[config.mk]
export PLATFORM = sky130hd
export DESIGN_NAME = quad_decoder
export DESIGN_NICKNAME = d
export VERILOG_FILES = /design/src/rtl/qdec_pkg.sv /design/src/rtl/qdec_sync.sv /design/src/rtl/quad_decoder.sv
export SDC_FILE = /design/constraint.sdc
export NUM_CORES = 1
export LEC_CHECK = 0
export ABC_AREA = 1
export CAP_MARGIN = 10
export CORE_MARGIN = 2
export CORE_UTILIZATION = 35
export CTS_CLUSTER_DIAMETER = 80
export DETAILED_ROUTE_END_ITERATION = 12
export GPL_TIMING_DRIVEN = 0
export PLACE_DENSITY = 0.59
export SLEW_MARGIN = 20
export SYNTH_ARGS = -nofsm -noshare
export SYNTH_HDL_FRONTEND = slang
export SYNTH_SLANG_ARGS = --single-unit
[constraint.sdc]
create_clock -name clk -period 3.1 [get_ports clk]
set_input_delay 0.465 -clock clk [delete_from_list [all_inputs] [get_ports clk]]
set_output_delay 0.465 -clock clk [all_outputs]
set_load 0.005 [all_outputs]
[src/rtl/qdec_pkg.sv]
// Shared types and step decoding for the quadrature decoder.
// QDEC_FILTER_EN selects the input stability filter build.
package qdec_pkg;

    typedef enum logic {INIT, RUN} state_t;

    typedef enum logic [1:0] {NONE, UP, DN, ILLEGAL} move_t;

    localparam logic DIR_UP = 1'b0;
    localparam logic DIR_DN = 1'b1;

`ifdef QDEC_FILTER_EN
    localparam bit FILT_ON = 1'b1;
`else
    localparam bit FILT_ON = 1'b0;
`endif

    // Up sequence is the Gray walk 00->01->11->10->00; its successor is {prev[0], ~prev[1]}.
    function automatic move_t qdec_move(input logic [1:0] prev, input logic [1:0] cur);
        move_t mv;
        if (prev == cur) begin
            mv = NONE;
        end else if ((prev ^ cur) == 2'b11) begin
            mv = ILLEGAL;
        end else if (cur == {prev[0], ~prev[1]}) begin
            mv = UP;
        end else begin
            mv = DN;
        end
        return mv;
    endfunction

endpackage

[src/rtl/qdec_sync.sv]
// One-bit input synchronizer with an optional stability filter.
// QDEC_FILTER_EN adds the FILT_LEN-cycle filter after the synchronizer.
module qdec_sync
    import qdec_pkg::*;
#(
    parameter int SYNC_STAGES = 2
`ifdef QDEC_FILTER_EN
    , parameter int FILT_LEN = 3
`endif
) (
    input  logic clk,
    input  logic clr,
    input  logic i_d,
    output logic o_q
);

    logic [SYNC_STAGES-1:0] r_sync;
    logic                   w_synced;

    always_ff @(posedge clk or posedge clr) begin
        if (clr) begin
            r_sync <= '0;
        end else begin
            r_sync <= {r_sync[SYNC_STAGES-2:0], i_d};
        end
    end

    assign w_synced = r_sync[SYNC_STAGES-1];

`ifdef QDEC_FILTER_EN
    localparam int CW = $clog2(FILT_LEN + 1);

    logic [CW-1:0] r_cnt;
    logic          r_filt;

    // Adopt the new level on the FILT_LEN-th consecutive cycle it differs from the held one.
    always_ff @(posedge clk or posedge clr) begin
        if (clr) begin
            r_cnt  <= '0;
            r_filt <= 1'b0;
        end else if (w_synced == r_filt) begin
            r_cnt <= '0;
        end else if (r_cnt == CW'(FILT_LEN - 1)) begin
            r_filt <= w_synced;
            r_cnt  <= '0;
        end else begin
            r_cnt <= r_cnt + 1'b1;
        end
    end

    assign o_q = r_filt;
`else
    assign o_q = w_synced;
`endif

endmodule

[src/rtl/quad_decoder.sv]
// Quadrature decoder: synchronized A/B phases, INIT/RUN FSM, wrap-around count, sticky err.
// QDEC_FILTER_EN enables the input stability filter and lengthens INIT accordingly.
module quad_decoder
    import qdec_pkg::*;
#(
    parameter int WIDTH       = 8,
    parameter int SYNC_STAGES = 2,
    parameter int FILT_LEN    = 3
) (
    input  logic             clk,
    input  logic             clr,
    input  logic             a_in,
    input  logic             b_in,
    input  logic             err_clr,
    output logic [WIDTH-1:0] q,
    output logic             m,
    output logic             step,
    output logic             err
);

    localparam int INIT_LEN = SYNC_STAGES + 1 + (FILT_ON ? FILT_LEN : 0);
    localparam int ICW      = $clog2(INIT_LEN);

    logic             w_a;
    logic             w_b;
    logic [1:0]       w_s;
    move_t            w_move;

    state_t           r_state;
    state_t           w_state_nxt;
    logic [ICW-1:0]   r_init_cnt;
    logic [ICW-1:0]   w_init_cnt_nxt;
    logic [1:0]       r_prev;
    logic [WIDTH-1:0] r_q;
    logic             r_m;
    logic             r_step;
    logic             r_err;

    qdec_sync #(
        .SYNC_STAGES(SYNC_STAGES)
`ifdef QDEC_FILTER_EN
        , .FILT_LEN(FILT_LEN)
`endif
    ) u_sync_a (
        .clk (clk),
        .clr (clr),
        .i_d (a_in),
        .o_q (w_a)
    );

    qdec_sync #(
        .SYNC_STAGES(SYNC_STAGES)
`ifdef QDEC_FILTER_EN
        , .FILT_LEN(FILT_LEN)
`endif
    ) u_sync_b (
        .clk (clk),
        .clr (clr),
        .i_d (b_in),
        .o_q (w_b)
    );

    assign w_s    = {w_a, w_b};
    assign w_move = qdec_move(r_prev, w_s);

    always_ff @(posedge clk or posedge clr) begin
        if (clr) begin
            r_state    <= INIT;
            r_init_cnt <= '0;
        end else begin
            r_state    <= w_state_nxt;
            r_init_cnt <= w_init_cnt_nxt;
        end
    end

    // INIT lets the synchronizer pipeline settle so levels present at reset release are not counted.
    always_comb begin
        w_state_nxt    = r_state;
        w_init_cnt_nxt = r_init_cnt;
        case (r_state)
            INIT: begin
                if (r_init_cnt == ICW'(INIT_LEN - 1)) begin
                    w_state_nxt = RUN;
                end else begin
                    w_init_cnt_nxt = r_init_cnt + 1'b1;
                end
            end
            RUN:     w_state_nxt = RUN;
            default: w_state_nxt = INIT;
        endcase
    end

    always_ff @(posedge clk or posedge clr) begin
        if (clr) begin
            r_prev <= 2'b00;
            r_q    <= '0;
            r_m    <= DIR_UP;
            r_step <= 1'b0;
        end else begin
            r_prev <= w_s;
            r_step <= 1'b0;
            if (r_state == RUN) begin
                if (w_move == UP) begin
                    r_q    <= r_q + 1'b1;
                    r_m    <= DIR_UP;
                    r_step <= 1'b1;
                end else if (w_move == DN) begin
                    r_q    <= r_q - 1'b1;
                    r_m    <= DIR_DN;
                    r_step <= 1'b1;
                end
            end
        end
    end

    // A new illegal transition outranks a simultaneous clear.
    always_ff @(posedge clk or posedge clr) begin
        if (clr) begin
            r_err <= 1'b0;
        end else if (r_state == RUN && w_move == ILLEGAL) begin
            r_err <= 1'b1;
        end else if (err_clr) begin
            r_err <= 1'b0;
        end
    end

    assign q    = r_q;
    assign m    = r_m;
    assign step = r_step;
    assign err  = r_err;

endmodule

==> impl_metrics.py <==
metrics = {
    "floorplan": {
        "die_width_um": 58.6,
        "design.portCount": 16,
        "die_h_um": 58.6,
        "core.rowCount": 19,
        "initial_utilization_pct": 37.2,
        "dieArea_sq_mm": 0.00344,
        "core_sq_mm": 0.00281,
    },
    "timing": {
        "timing.final.hold_violations": 0,
        "fin_setup_tns_ns": 0,
        "setup_repair_after_global_routing_missed_its_margin": "false",
        "hold_ws_ns": 0.370,
        "worstMarginPinSlew_ns": 0.779,
        "clock-skew-final_ns": 0.00836,
        "maxClockFrequency_ghz": 0.420,
        "drv_slew": 0,
        "finalWorstPathRequiredPeriod_ns": 2.38,
        "setup-violations-final": 0,
        "final_min_period_over_clock_period_pct": 76.8,
        "slew_headroom_pct": 48.0,
    },
    "logic_synthesis": {
        "netlist_top_cells_area": "sky130_fd_sc_hd__dfrtp_1 48%, sky130_fd_sc_hd__nand2_1 13%, sky130_fd_sc_hd__ha_1 9.6%",
        "yosysWarningCount": 0,
        "synthDominantCellAreaShare_pct": 47.9,
        "synth_top_flop_cell": "sky130_fd_sc_hd__dfrtp_1",
        "count_of_cell_types_in_the_netlist": 16,
        "asyncSetResetFlopFracSynth_pct": 100,
        "synth_edf_count": 0,
        "postSynthRegisterBits": 20,
        "syn_area_sq_mm": 0.00104,
        "post-synth-top-count-cell": "sky130_fd_sc_hd__nand2_1",
        "synthesis.nets": 134,
        "mean_post_synth_cell_area_sq_um": 8.71,
        "synth_seq_area_share_pct": 47.9,
        "yosys-top-cells-count": "35 x sky130_fd_sc_hd__nand2_1, 20 x sky130_fd_sc_hd__dfrtp_1, 18 x sky130_fd_sc_hd__inv_1",
        "synthesis.instances": 120,
        "synth_area_leader_cell": "sky130_fd_sc_hd__dfrtp_1",
    },
    "routing": {
        "drc": 2,
        "via_count": 811,
        "drt-vias-per-instance": 4.77,
        "detail_route.wl_per_cell_um": 11.3,
        "dr.first_iter.drc_count": 39,
        "drt.antenna.violating_nets": 0,
        "firstDrtPassIters": 8,
        "totalWireLength_um": 1910,
    },
    "global_routing": {
        "maximum_number_of_pins_on_one_net_before_global_route_repair": 21,
        "grt_util_all_layers_pct": 12.6,
        "grt_pass1_wl_um": 3250,
        "grt_antenna_before_repair": 0,
        "gr-total-overflow": 0,
        "grt_pass1_vias": 728,
    },
    "cells_and_area": {
        "area_delta_synth_final_pct": 23.1,
        "postLayoutCoreUtil_pct": 45.9,
        "multiInputGateArea_sq_um": 465,
        "diode_insertion_count_for_antenna_repair": 0,
        "nFillCells": 295,
        "drive_gt1_share_pct": 4.32,
        "nets": 154,
        "ff_latch_area_sq_um": 500,
    },
    "cts": {
        "root_buffer": "sky130_fd_sc_hd__clkbuf_4",
        "cts_setup_buffers": 0,
        "cts_inserted_buffers": 3,
        "cts_htree_levels": 1,
        "clock_latency_ns": 0.31,
        "cts.reportedPaths.clkPinSlew_ns": 0.12,
        "clock_tree.buffer_depth": 2,
        "post_cts.resized_instances": 0,
        "cts_num_sinks": 20,
        "cts_hold_buffers": 0,
        "tritoncts": "built",
    },
    "setup_path": {
        "r2r-start": "u_sync_a.r_sync[1]$_DFF_PP0_",
        "reg2reg_depth": 15,
        "critical_path_capture_point": "q[7]$_DFFE_PP0P_",
        "cp_data_arrival_time_ns": 2.59,
        "ff2ff_setup_slack_ns": 0.72,
        "worst-setup-path-type": "reg2reg",
        "cp-start-kind": "flop",
        "critical_path.max_fanout": 8,
        "worst_setup_path_startpoint": "u_sync_a.r_sync[1]$_DFF_PP0_",
        "worstSetupEndpointType": "flop",
        "r2r-end": "q[7]$_DFFE_PP0P_",
        "cp.required_ns": 3.31,
    },
    "power": {
        "ir_drop_mv": 0.266,
        "power.static_leakage_uw": 0.000639,
        "powerDensity_mw_per_mm2": 934,
    },
    "outcome": {
        "violations": "DRC",
        "run_status": "finished with violations",
    },
    "placement": {
        "place.port_buffers": 15,
        "gp_routability_congestion": 0.755,
        "hpwlAfterDp_um": 1410,
    },
    "job": {
        "cap_viol_max_count": 0,
    },
    "worst_hold_path": {
        "min-delay-path-class": "reg2reg",
    },
}
registers in the layout (all words and copies together) (netlist names):
name,count
q,8
err,1
r_init_cnt,2
u_sync_b.r_sync,2
r_prev,2
r_state,1
m,1
u_sync_a.r_sync,2
step,1
critical path, cell delays in order, from the launching register on:
cell,delay (ns)
sky130_fd_sc_hd__dfrtp_1,0.44
sky130_fd_sc_hd__xnor2_1,0.26
sky130_fd_sc_hd__ha_1,0.18
sky130_fd_sc_hd__inv_1,0.03
sky130_fd_sc_hd__nand3_1,0.08
sky130_fd_sc_hd__nor2_2,0.05
sky130_fd_sc_hd__inv_1,0.25
sky130_fd_sc_hd__ha_1,0.35
sky130_fd_sc_hd__nand2_1,0.09
sky130_fd_sc_hd__nand2_1,0.07
sky130_fd_sc_hd__a21oi_1,0.17
sky130_fd_sc_hd__nand2_1,0.07
sky130_fd_sc_hd__nand2_1,0.07
sky130_fd_sc_hd__nand3_1,0.07
sky130_fd_sc_hd__nand2_1,0.06
sky130_fd_sc_hd__nand2_1,0.05
how the worst min path moves through the flow:
stage	endpoint	startpoint	cells after the start
5_1_grt	u_sync_a.r_sync[1]$_DFF_PP0_	u_sync_a.r_sync[0]$_DFF_PP0_	0
3_3_place_gp	u_sync_a.r_sync[1]$_DFF_PP0_	u_sync_a.r_sync[0]$_DFF_PP0_	0
2_1_floorplan	u_sync_a.r_sync[1]$_DFF_PP0_	u_sync_a.r_sync[0]$_DFF_PP0_	0
3_5_place_dp	u_sync_b.r_sync[1]$_DFF_PP0_	u_sync_b.r_sync[0]$_DFF_PP0_	0
6_report	u_sync_b.r_sync[1]$_DFF_PP0_	u_sync_b.r_sync[0]$_DFF_PP0_	0
4_1_cts	u_sync_b.r_sync[1]$_DFF_PP0_	u_sync_b.r_sync[0]$_DFF_PP0_	0
per-layer routing:
metal / global-route usage, % / wire length [um] / up-vias
met5: 0 / 0 / -
met4: 2.92 / 11 / 0
met3: 3.96 / 68 / 2
met2: 21.3 / 929 / 17
met1: 15.8 / 904 / 374
li1: - / - / 418
report_power, final:
group          internal (uW)  switching, uW
Clock                    131           85.3
Sequential               329           59.4
Combinational            300            297
per-stage QoR:
stage               setup WS, ns  std cells  power (uW)  cell area, sq um
floorplan                  0.997        120         785              1040
global placement           0.779        166         980              1230
detailed placement         0.720        166         996              1230
CTS                        0.701        170        1220              1290
global route               0.401        170        1330              1290
finish                     0.720        170        1200              1290
layout by cell type, fill, tap and decap left out, types with 3 or more instances in the layout:
master / n
sky130_fd_sc_hd__nand2_1: 35
sky130_fd_sc_hd__dfrtp_1: 20
sky130_fd_sc_hd__inv_1: 18
sky130_fd_sc_hd__clkdlybuf4s50_1: 15
sky130_fd_sc_hd__ha_1: 8
sky130_fd_sc_hd__o21ai_0: 7
sky130_fd_sc_hd__nand3_1: 7
sky130_fd_sc_hd__xnor2_1: 6
sky130_fd_sc_hd__nor2_1: 5
sky130_fd_sc_hd__nand4_1: 4
sky130_fd_sc_hd__a21oi_1: 4
sky130_fd_sc_hd__clkbuf_4: 3
cell families after synthesis:
| kind of cell | count (synthesis) | share of synthesized area [%] |
|---|---|---|
| AND/OR/NAND/NOR | 54 | 21.9 |
| flip-flops | 20 | 47.9 |
| buffers and inverters | 19 | 7.54 |
| adder cells (fa/ha/maj) | 9 | 11.5 |
| XOR/XNOR | 7 | 5.87 |
| AO/OA/AOI/OAI | 11 | 5.27 |
layout make-up:
cell class	count	area share (%)
sequential	20	38.9
multi-input combinational	81	36.2
timing repair buffer	15	11.7
inverter	18	5.25
tap	31	3.02
clock inverter	1	2.33
clock buffer	3	1.75
buffer	1	0.875
No activity file was read; power rests on OpenSTA's default activity.
